**src/rtl/ps2_rx_decoder.sv**
```systemverilog
// PS/2 device-to-host receiver: conditions the raw bus, deframes 11-bit frames, folds E0/F0 prefixes into key events.
// Latency: stop-bit strobe in cycle N -> RX_BYTE_VALID / error pulse at N+1 -> KEY_VALID at N+2.
// Backpressure: none; all outputs are single-cycle pulses with held data, and the consumer must accept every pulse.
//
// Ports:
//   CLK, RESET             system clock, asynchronous active-high reset
//   PS2_CLK_IN/DATA_IN     raw PS/2 bus levels, asynchronous to CLK
//   ENABLE                 0 holds the receiver idle while the host owns the bus
//   RX_BYTE(_VALID)        last good byte and its update pulse
//   KEY_CODE/EXTENDED/RELEASE/VALID   decoded key event and its update pulse
//   PARITY_ERROR, FRAME_ERROR         single-cycle error pulses
module ps2_rx_decoder #(
    parameter int FILTER_LEN     = 8,
    parameter int TIMEOUT_CYCLES = 80000
) (
    input  logic       CLK,
    input  logic       RESET,
    input  logic       PS2_CLK_IN,
    input  logic       PS2_DATA_IN,
    input  logic       ENABLE,
    output logic [7:0] RX_BYTE,
    output logic       RX_BYTE_VALID,
    output logic [7:0] KEY_CODE,
    output logic       KEY_EXTENDED,
    output logic       KEY_RELEASE,
    output logic       KEY_VALID,
    output logic       PARITY_ERROR,
    output logic       FRAME_ERROR
);

    localparam int FW = $clog2(FILTER_LEN + 1);
    localparam int TW = $clog2(TIMEOUT_CYCLES + 2);
    localparam logic [FW-1:0] FLT_LAST = FW'(FILTER_LEN - 1);
    localparam logic [TW-1:0] TO_MAX   = TW'(TIMEOUT_CYCLES);

    typedef enum logic [1:0] {IDLE, DATA, PARITY, STOP} state_t;

    state_t        state, state_nxt;
    logic          clk_s1, clk_s2, dat_s1, dat_s2;
    logic          clk_flt, clk_flt_d;
    logic [FW-1:0] flt_cnt;
    logic          strobe;
    logic [TW-1:0] to_cnt;
    logic          timeout;
    logic [2:0]    bit_cnt;
    logic [7:0]    shreg;
    logic          par_bit;
    logic          ok_set, perr_set, ferr_set;
    logic          ext, rel;

    // 2-FF synchronizers; reset to the bus-idle level so no false start is seen.
    always_ff @(posedge CLK or posedge RESET) begin
        if (RESET) begin
            clk_s1 <= 1'b1;
            clk_s2 <= 1'b1;
            dat_s1 <= 1'b1;
            dat_s2 <= 1'b1;
        end else begin
            clk_s1 <= PS2_CLK_IN;
            clk_s2 <= clk_s1;
            dat_s1 <= PS2_DATA_IN;
            dat_s2 <= dat_s1;
        end
    end

    // Filtered clock flips only after FILTER_LEN consecutive samples disagree with it.
    always_ff @(posedge CLK or posedge RESET) begin
        if (RESET) begin
            clk_flt   <= 1'b1;
            clk_flt_d <= 1'b1;
            flt_cnt   <= '0;
        end else begin
            clk_flt_d <= clk_flt;
            if (clk_s2 != clk_flt) begin
                if (flt_cnt == FLT_LAST) begin
                    clk_flt <= clk_s2;
                    flt_cnt <= '0;
                end else begin
                    flt_cnt <= flt_cnt + 1'b1;
                end
            end else begin
                flt_cnt <= '0;
            end
        end
    end

    assign strobe  = clk_flt_d & ~clk_flt;
    assign timeout = (state != IDLE) && (to_cnt == TO_MAX);

    // State register
    always_ff @(posedge CLK or posedge RESET) begin
        if (RESET) state <= IDLE;
        else       state <= state_nxt;
    end

    // Next-state logic; timeout wins over a coincident strobe.
    always_comb begin
        state_nxt = state;
        if (!ENABLE || timeout) begin
            state_nxt = IDLE;
        end else if (strobe) begin
            case (state)
                IDLE:    if (!dat_s2) state_nxt = DATA;
                DATA:    if (bit_cnt == 3'd7) state_nxt = PARITY;
                PARITY:  state_nxt = STOP;
                default: state_nxt = IDLE;
            endcase
        end
    end

    // Output decode: stop bit outranks parity; nothing pulses while disabled.
    always_comb begin
        ok_set   = 1'b0;
        perr_set = 1'b0;
        ferr_set = 1'b0;
        if (ENABLE) begin
            if (timeout) begin
                ferr_set = 1'b1;
            end else if (strobe && state == STOP) begin
                if (!dat_s2)                  ferr_set = 1'b1;
                else if (^{shreg, par_bit})   ok_set   = 1'b1;
                else                          perr_set = 1'b1;
            end
        end
    end

    // Frame datapath and inter-strobe timeout counter.
    always_ff @(posedge CLK or posedge RESET) begin
        if (RESET) begin
            to_cnt  <= '0;
            bit_cnt <= '0;
            shreg   <= '0;
            par_bit <= 1'b0;
        end else begin
            if (!ENABLE || state == IDLE || strobe) to_cnt <= '0;
            else                                    to_cnt <= to_cnt + 1'b1;

            if (ENABLE && strobe) begin
                case (state)
                    IDLE:   bit_cnt <= '0;
                    DATA: begin
                        shreg   <= {dat_s2, shreg[7:1]};
                        bit_cnt <= bit_cnt + 1'b1;
                    end
                    PARITY: par_bit <= dat_s2;
                    default: ;
                endcase
            end
        end
    end

    always_ff @(posedge CLK or posedge RESET) begin
        if (RESET) begin
            RX_BYTE       <= '0;
            RX_BYTE_VALID <= 1'b0;
            PARITY_ERROR  <= 1'b0;
            FRAME_ERROR   <= 1'b0;
        end else begin
            RX_BYTE_VALID <= ok_set;
            PARITY_ERROR  <= perr_set;
            FRAME_ERROR   <= ferr_set;
            if (ok_set) RX_BYTE <= shreg;
        end
    end

    // Scan-code decoder: prefixes accumulate until a real key byte consumes them.
    always_ff @(posedge CLK or posedge RESET) begin
        if (RESET) begin
            ext          <= 1'b0;
            rel          <= 1'b0;
            KEY_CODE     <= '0;
            KEY_EXTENDED <= 1'b0;
            KEY_RELEASE  <= 1'b0;
            KEY_VALID    <= 1'b0;
        end else begin
            KEY_VALID <= 1'b0;
            if (!ENABLE || PARITY_ERROR || FRAME_ERROR) begin
                ext <= 1'b0;
                rel <= 1'b0;
            end else if (RX_BYTE_VALID) begin
                case (RX_BYTE)
                    8'hE0: ext <= 1'b1;
                    8'hF0: rel <= 1'b1;
                    8'hAA, 8'hFA, 8'hEE, 8'hFE, 8'h00, 8'hFF: ;
                    default: begin
                        KEY_CODE     <= RX_BYTE;
                        KEY_EXTENDED <= ext;
                        KEY_RELEASE  <= rel;
                        KEY_VALID    <= 1'b1;
                        ext          <= 1'b0;
                        rel          <= 1'b0;
                    end
                endcase
            end
        end
    end

endmodule

```
**config.mk**
```make
export PLATFORM = sky130hd
export DESIGN_NAME = ps2_rx_decoder
export DESIGN_NICKNAME = d
export VERILOG_FILES = /design/src/rtl/ps2_rx_decoder.sv
export SDC_FILE = /design/constraint.sdc
export NUM_CORES = 1
export LEC_CHECK = 0
export ABC_AREA = 1
export CORE_ASPECT_RATIO = 1.5
export CORE_MARGIN = 3
export CORE_UTILIZATION = 63
export CTS_BUF_LIST = sky130_fd_sc_hd__clkbuf_16
export DETAILED_ROUTE_END_ITERATION = 10
export DONT_BUFFER_PORTS = 1
export GPL_TIMING_DRIVEN = 1
export HOLD_SLACK_MARGIN = 0.1
export PLACE_DENSITY_LB_ADDON = 0.08
export SYNTH_ARGS = -nofsm -noshare
export SYNTH_HDL_FRONTEND = slang
export SYNTH_SLANG_ARGS = --single-unit
```
**constraint.sdc**
```tcl
create_clock -name CLK -period 2.2 [get_ports CLK]
set_input_delay 0.44 -clock CLK [delete_from_list [all_inputs] [get_ports CLK]]
set_output_delay 0.44 -clock CLK [all_outputs]
set_load 0.05 [all_outputs]
```
# ---- Word level (Yosys, flattened, before mapping)
# Index checks and enable logic that the tools add are counted.
dict set report op_classes {
  n_addsub 3
  eq_ne 18
  reduce_logical 27
  n_mux 32
  n_bitwise 4
}
# cell count
set ops {}
lappend ops {{8-bit equality test (second input constant)} 7}
lappend ops {{1-bit two-way mux} 21}
lappend ops {{17-bit by 1-bit adder with 17-bit output (second input constant)} 1}
lappend ops {{17-bit equality test (second input constant)} 1}
lappend ops {{17-bit two-way mux} 1}
lappend ops {{7-bit OR reduction} 2}
lappend ops {{2-bit AND reduction} 6}
lappend ops {{9-bit parity} 1}
lappend ops {{8-bit zero test} 1}
lappend ops {{2-bit two-way mux} 4}
lappend ops {{4-bit two-way mux} 2}
lappend ops {{2-bit nonzero test} 4}
lappend ops {{8-bit OR reduction} 1}
lappend ops {{3-bit != test (second input constant)} 2}
lappend ops {{2-bit case mux with 3 select lines} 1}
lappend ops {{3-bit case mux with 2 select lines} 1}
lappend ops {{3-bit AND reduction} 2}
lappend ops {{1-bit logical OR} 5}
lappend ops {{4-bit by 1-bit adder with 4-bit output (second input constant)} 1}
lappend ops {{2-bit equality test (second input constant)} 2}
lappend ops {{4-bit by 3-bit equality test with 1-bit output (second input constant)} 1}
lappend ops {{2-bit by 1-bit != test with 1-bit output (second input constant)} 2}
lappend ops {{1-bit case mux with 2 select lines} 2}
lappend ops {{3-bit by 1-bit adder with 3-bit output (second input constant)} 1}
lappend ops {{8 further kinds} 12}
dict set report word_totals {
  wordCells 106
  input_bits 5
  reg_bits 65
}

# ---- Logic depth before layout (Yosys ltp)
dict set report depth {
  depth_word 6
  depth_mapped 11
}

# ---- Worst setup path before layout
# Ideal clock, no wire load.
dict set report synth_path {
  path_kind {reg2reg}
  from {register RX_BYTE[5]}
  to {register KEY_CODE[2]}
  arrival_ps 1618
  n_path_buf 1
  setup_slack_ps 517
  path_stages_with_launch 10
  setup_time_ps 66
  synth_period_minus_slack_ps 1683
  path_cell_list {dfrtp_1 > inv_1 > nor3_2 > nand2_1 > nand3_1 > nor2_2 > nand2_4 > buf_6 > nand2_1 > nand2_1}
}
dict set report synth_via {
  elab_chain_cells 4
  elab_cells_between_ends 11
}
# element line
set synth_lines {}
lappend synth_lines {{start, declared} 21} ;# output logic [7:0] RX_BYTE,
lappend synth_lines {{start signal, assigned} 162} ;# if (ok_set) RX_BYTE <= shreg;
lappend synth_lines {{8-bit equality test / 8-bit zero test (equally long branches)} 181} ;# case (RX_BYTE)
lappend synth_lines {{8-bit OR reduction (no source line) (*)} n/a}
lappend synth_lines {{1-bit NOT (no source line) (*)} n/a}
lappend synth_lines {{3-bit AND reduction (no source line) (*)} n/a}
lappend synth_lines {{end signal, assigned} 171} ;# KEY_CODE <= '0;
lappend synth_lines {{end signal, assigned} 186} ;# KEY_CODE <= RX_BYTE;
lappend synth_lines {{end, declared} 23} ;# output logic [7:0] KEY_CODE,
# Mark *: on every way between the ends. The rest lies on a longest branch, timed or not.
# A chain may end at the register's enable or synchronous reset.

# ---- Worst setup path in the final report
dict set report layout_path {
  from {register state[0]}
  to {register RX_BYTE[7]}
}
dict set report layout_via {
  elab_chain_cells 5
  elab_cells_between_ends 7
}
# element line
set layout_lines {}
lappend layout_lines {{start, declared} 38} ;# state_t state, state_nxt;
lappend layout_lines {{start signal, assigned} 93} ;# else state <= state_nxt;
lappend layout_lines {{2-bit equality test} 119} ;# end else if (strobe && state == STOP) begin
lappend layout_lines {{1-bit logical AND} 119}
lappend layout_lines {{1-bit two-way mux} 119}
lappend layout_lines {{1-bit two-way mux (*)} 117} ;# if (timeout) begin
lappend layout_lines {{1-bit two-way mux (*)} 116} ;# if (ENABLE) begin
# Marks and branches as above.

==> metrics.txt <==
status finished clean; Non-Filler Instances roughly 500; total track usage 23.98%; crit-path max FO 9; setup bufs post-CTS 0; Starting Density 66.40%; fin crit period roughly 1800 ps; final hold vios 0; max-cap violation count 0; CP Capture Type register; FILL cells 348; hpwl dp 4.711 mm; top_reg_cell synth dfrtp_1; cts hold-fix bufs 1; startpoint types register; DR pass1 iterations 4; CP most frequent cell nand2_1; number of synthesized flops with an enable pin 0; WP data required about 2400 ps; CTS tree yes; vias about 2600; fmax between 500 and 600 MHz; Synth Instances 404; Yosys reg bits 65; Final Setup Violations 0; Synth cell types 33; Cell Rows 31; syn avg cell area approximately 8 µm²; RSZ-0062 raised after global routing false; worst min path class in -> reg; Die ar. a little over 0.006 mm²; Placed Cells ~480; period utilisation layout 83.20%; Setup Crit Path Kind reg -> reg; CP delay by family, top simple AND/OR/NAND/NOR gates; cts repair resizes 0; I/O pin total 27; Rel. slew slack 64.48%; routed len/inst approximately 13 µm; Slew @ Worst Pin 532.1 ps; gpl congestion 0.9327; htree depth 3; Reg clk slew, reported paths roughly 50 ps; port bufs 0; part of the Yosys area used for sequential elements 49.96%; power per cell area 804.7 mW/mm²; Max Slew Vio Count 0; Data arrival, critical path 2050 ps; antenna viol nets, final 0; layout cells sized above 1 between 10% and 20%; worst hold slack 108.9 ps; Synth Warn # 0; Setup TNS 0 ps; Remaining DRCs 0; core box area 0.004926 mm²; DIE HEIGHT 94.25 µm; cts bufs inserted 9; Initial DRC Count 159; cell at the slowest stage of the critical path dfrtp_1; Syn Nets 418; pin count of the biggest net entering global routing 29; VDD IR max 0.0006510 V; crit path buf inv count 1; Antenna diodes 0; vias in the first global route 2571; initial antenna violation count 0; Pleak ~1.8 nW; Worst-Skew Late Latency ~330 ps; ys async rst share 100.0%; WL final 6.539 mm; Clock Tree Root clkbuf_16; critical path, cell by cell inv_1 > ha_1 > nor2_1 > nand3_1 > nor2_1 > nand2_1 > nand2_1 > nor2_4 > nand3_4 > nand2_1 > nand2_1; GRT overflow 0; Layout area overhead 15.11%; area of the multi-input gates 0.001425 mm²; nets@finish 442; Vias per Instance 5.253; CP max stage delay 410 ps; post-synthesis cell area about 0.0033 mm²; clock skew 4.294 ps; first-pass GRT wire length 11.19 mm; Seq. cell area 0.001634 mm²; Clock Sinks 65; Max clock buf depth 2; die width 64.83 µm
## final timing paths
path	to	slack (ps)	depth (start not counted)	startpoint
setup / recovery	RX_BYTE[7]	370	11	state[0]
hold / removal	dat_s1	110	0	PS2_DATA_IN
setup reg to reg	RX_BYTE[7]	370	11	state[0]
hold reg to reg	clk_s2	360	0	clk_s1
max in group asynchronous	clk_s2	920	3	RESET
min in group asynchronous	bit_cnt[0]	620	2	RESET
## per-stage QoR
stage / worst slack [ps] / power, mW / instance area [µm²] / util [%]
floorplan: 143.5 / 1.585 / 3271 / -
global placement: 488.8 / 1.646 / 3458 / 70.21
detailed placement: 377.5 / 1.664 / 3458 / 70.21
CTS: 364.9 / 3.059 / 3765 / 76.43
global route: 174.1 / 3.144 / 3765 / 76.43
finish: 369.6 / 3.030 / 3765 / 76.43
## power by group
group	internal (mW)	switching, mW	total, mW
Clock	0.873	0.515	1.39
Combinational	0.110	0.209	0.320
Sequential	1.27	0.0544	1.32
Total	2.25	0.779	3.03
## cells in the mapped netlist, types with 2 or more instances
cell type	n	share of area, %
inv_1	46	5.3
dfstp_2	6	4.8
nor4_1	4	0.76
nand3b_1	2	0.46
nor3_1	11	1.7
a21oi_1	15	2.3
ha_1	9	3.4
nand4_1	2	0.38
nand3_1	28	4.3
dfrtp_1	59	45
nor2_1	40	4.6
nor2_4	3	1.0
inv_2	4	0.46
o21ai_0	16	2.4
nand2_1	126	14
xnor2_1	4	1.1
nor3_4	2	0.99
nand3_2	2	0.61
nor2_2	5	0.96
o21ai_1	4	0.61
xor2_1	4	1.1
## area by class of cell
| type | instances | area share (%) |
|---|---|---|
| inverter | 51 | 5.085 |
| clock buffer | 9 | 5.982 |
| tap | 66 | 2.193 |
| timing repair buffer | 16 | 3.589 |
| clock inverter | 7 | 1.894 |
| multi-input combinational | 285 | 37.85 |
| sequential | 65 | 43.40 |
## layer usage
layer  vias up  GRT usage (%)  part of all wire, %
li1       1331              -                    -
met1      1226          26.51                   40
met2        48          42.61                   53
met3        16          4.671                  3.8
met4         0          12.70                  3.2
met5         -              0                    0
## state kept, by name, indices dropped and copies added, names as in the netlist
signal / count
FRAME_ERROR: 1
KEY_CODE: 8
KEY_EXTENDED: 1
KEY_RELEASE: 1
KEY_VALID: 1
PARITY_ERROR: 1
RX_BYTE: 8
RX_BYTE_VALID: 1
bit_cnt: 3
clk_flt: 1
clk_flt_d: 1
clk_s1: 1
clk_s2: 1
dat_s1: 1
dat_s2: 1
ext: 1
flt_cnt: 4
par_bit: 1
rel: 1
shreg: 8
state: 2
to_cnt: 17
## worst reg2reg max path, stage by stage (launching register included)
cell	delay [ps]
dfrtp_1	410
inv_1	100
ha_1	290
nor2_1	80
nand3_1	70
nor2_1	40
nand2_1	70
nand2_1	140
nor2_4	240
nand3_4	150
nand2_1	100
nand2_1	50
## cells in the final DEF (no fill, tap or decap), drive strengths merged, types with 2 or more instances in the layout
cell      count
nand3        31
o21ai        20
xor2          4
nand4         2
nor3         14
clkbuf        9
dfstp         6
ha            9
clkinv        5
nor2         48
buf          15
nand3b        2
nor4          4
dfrtp        59
nand2       128
clkinvlp      2
a21oi        15
inv          50
xnor2         4
## cells by family (layout without fill, tap and decap cells)
group	count (synthesis)	in the layout	synth area share, %
AOI/OAI and AO/OA	38	38	6.045
xor gates and xnor gates	8	8	2.142
adders and majority gates	9	9	3.443
buffers and inverters	54	83	6.465
DFF	65	65	49.96
muxes	1	1	0.3443
and+or+nand+nor	229	229	31.60
Power figures use the tool's default switching activity.
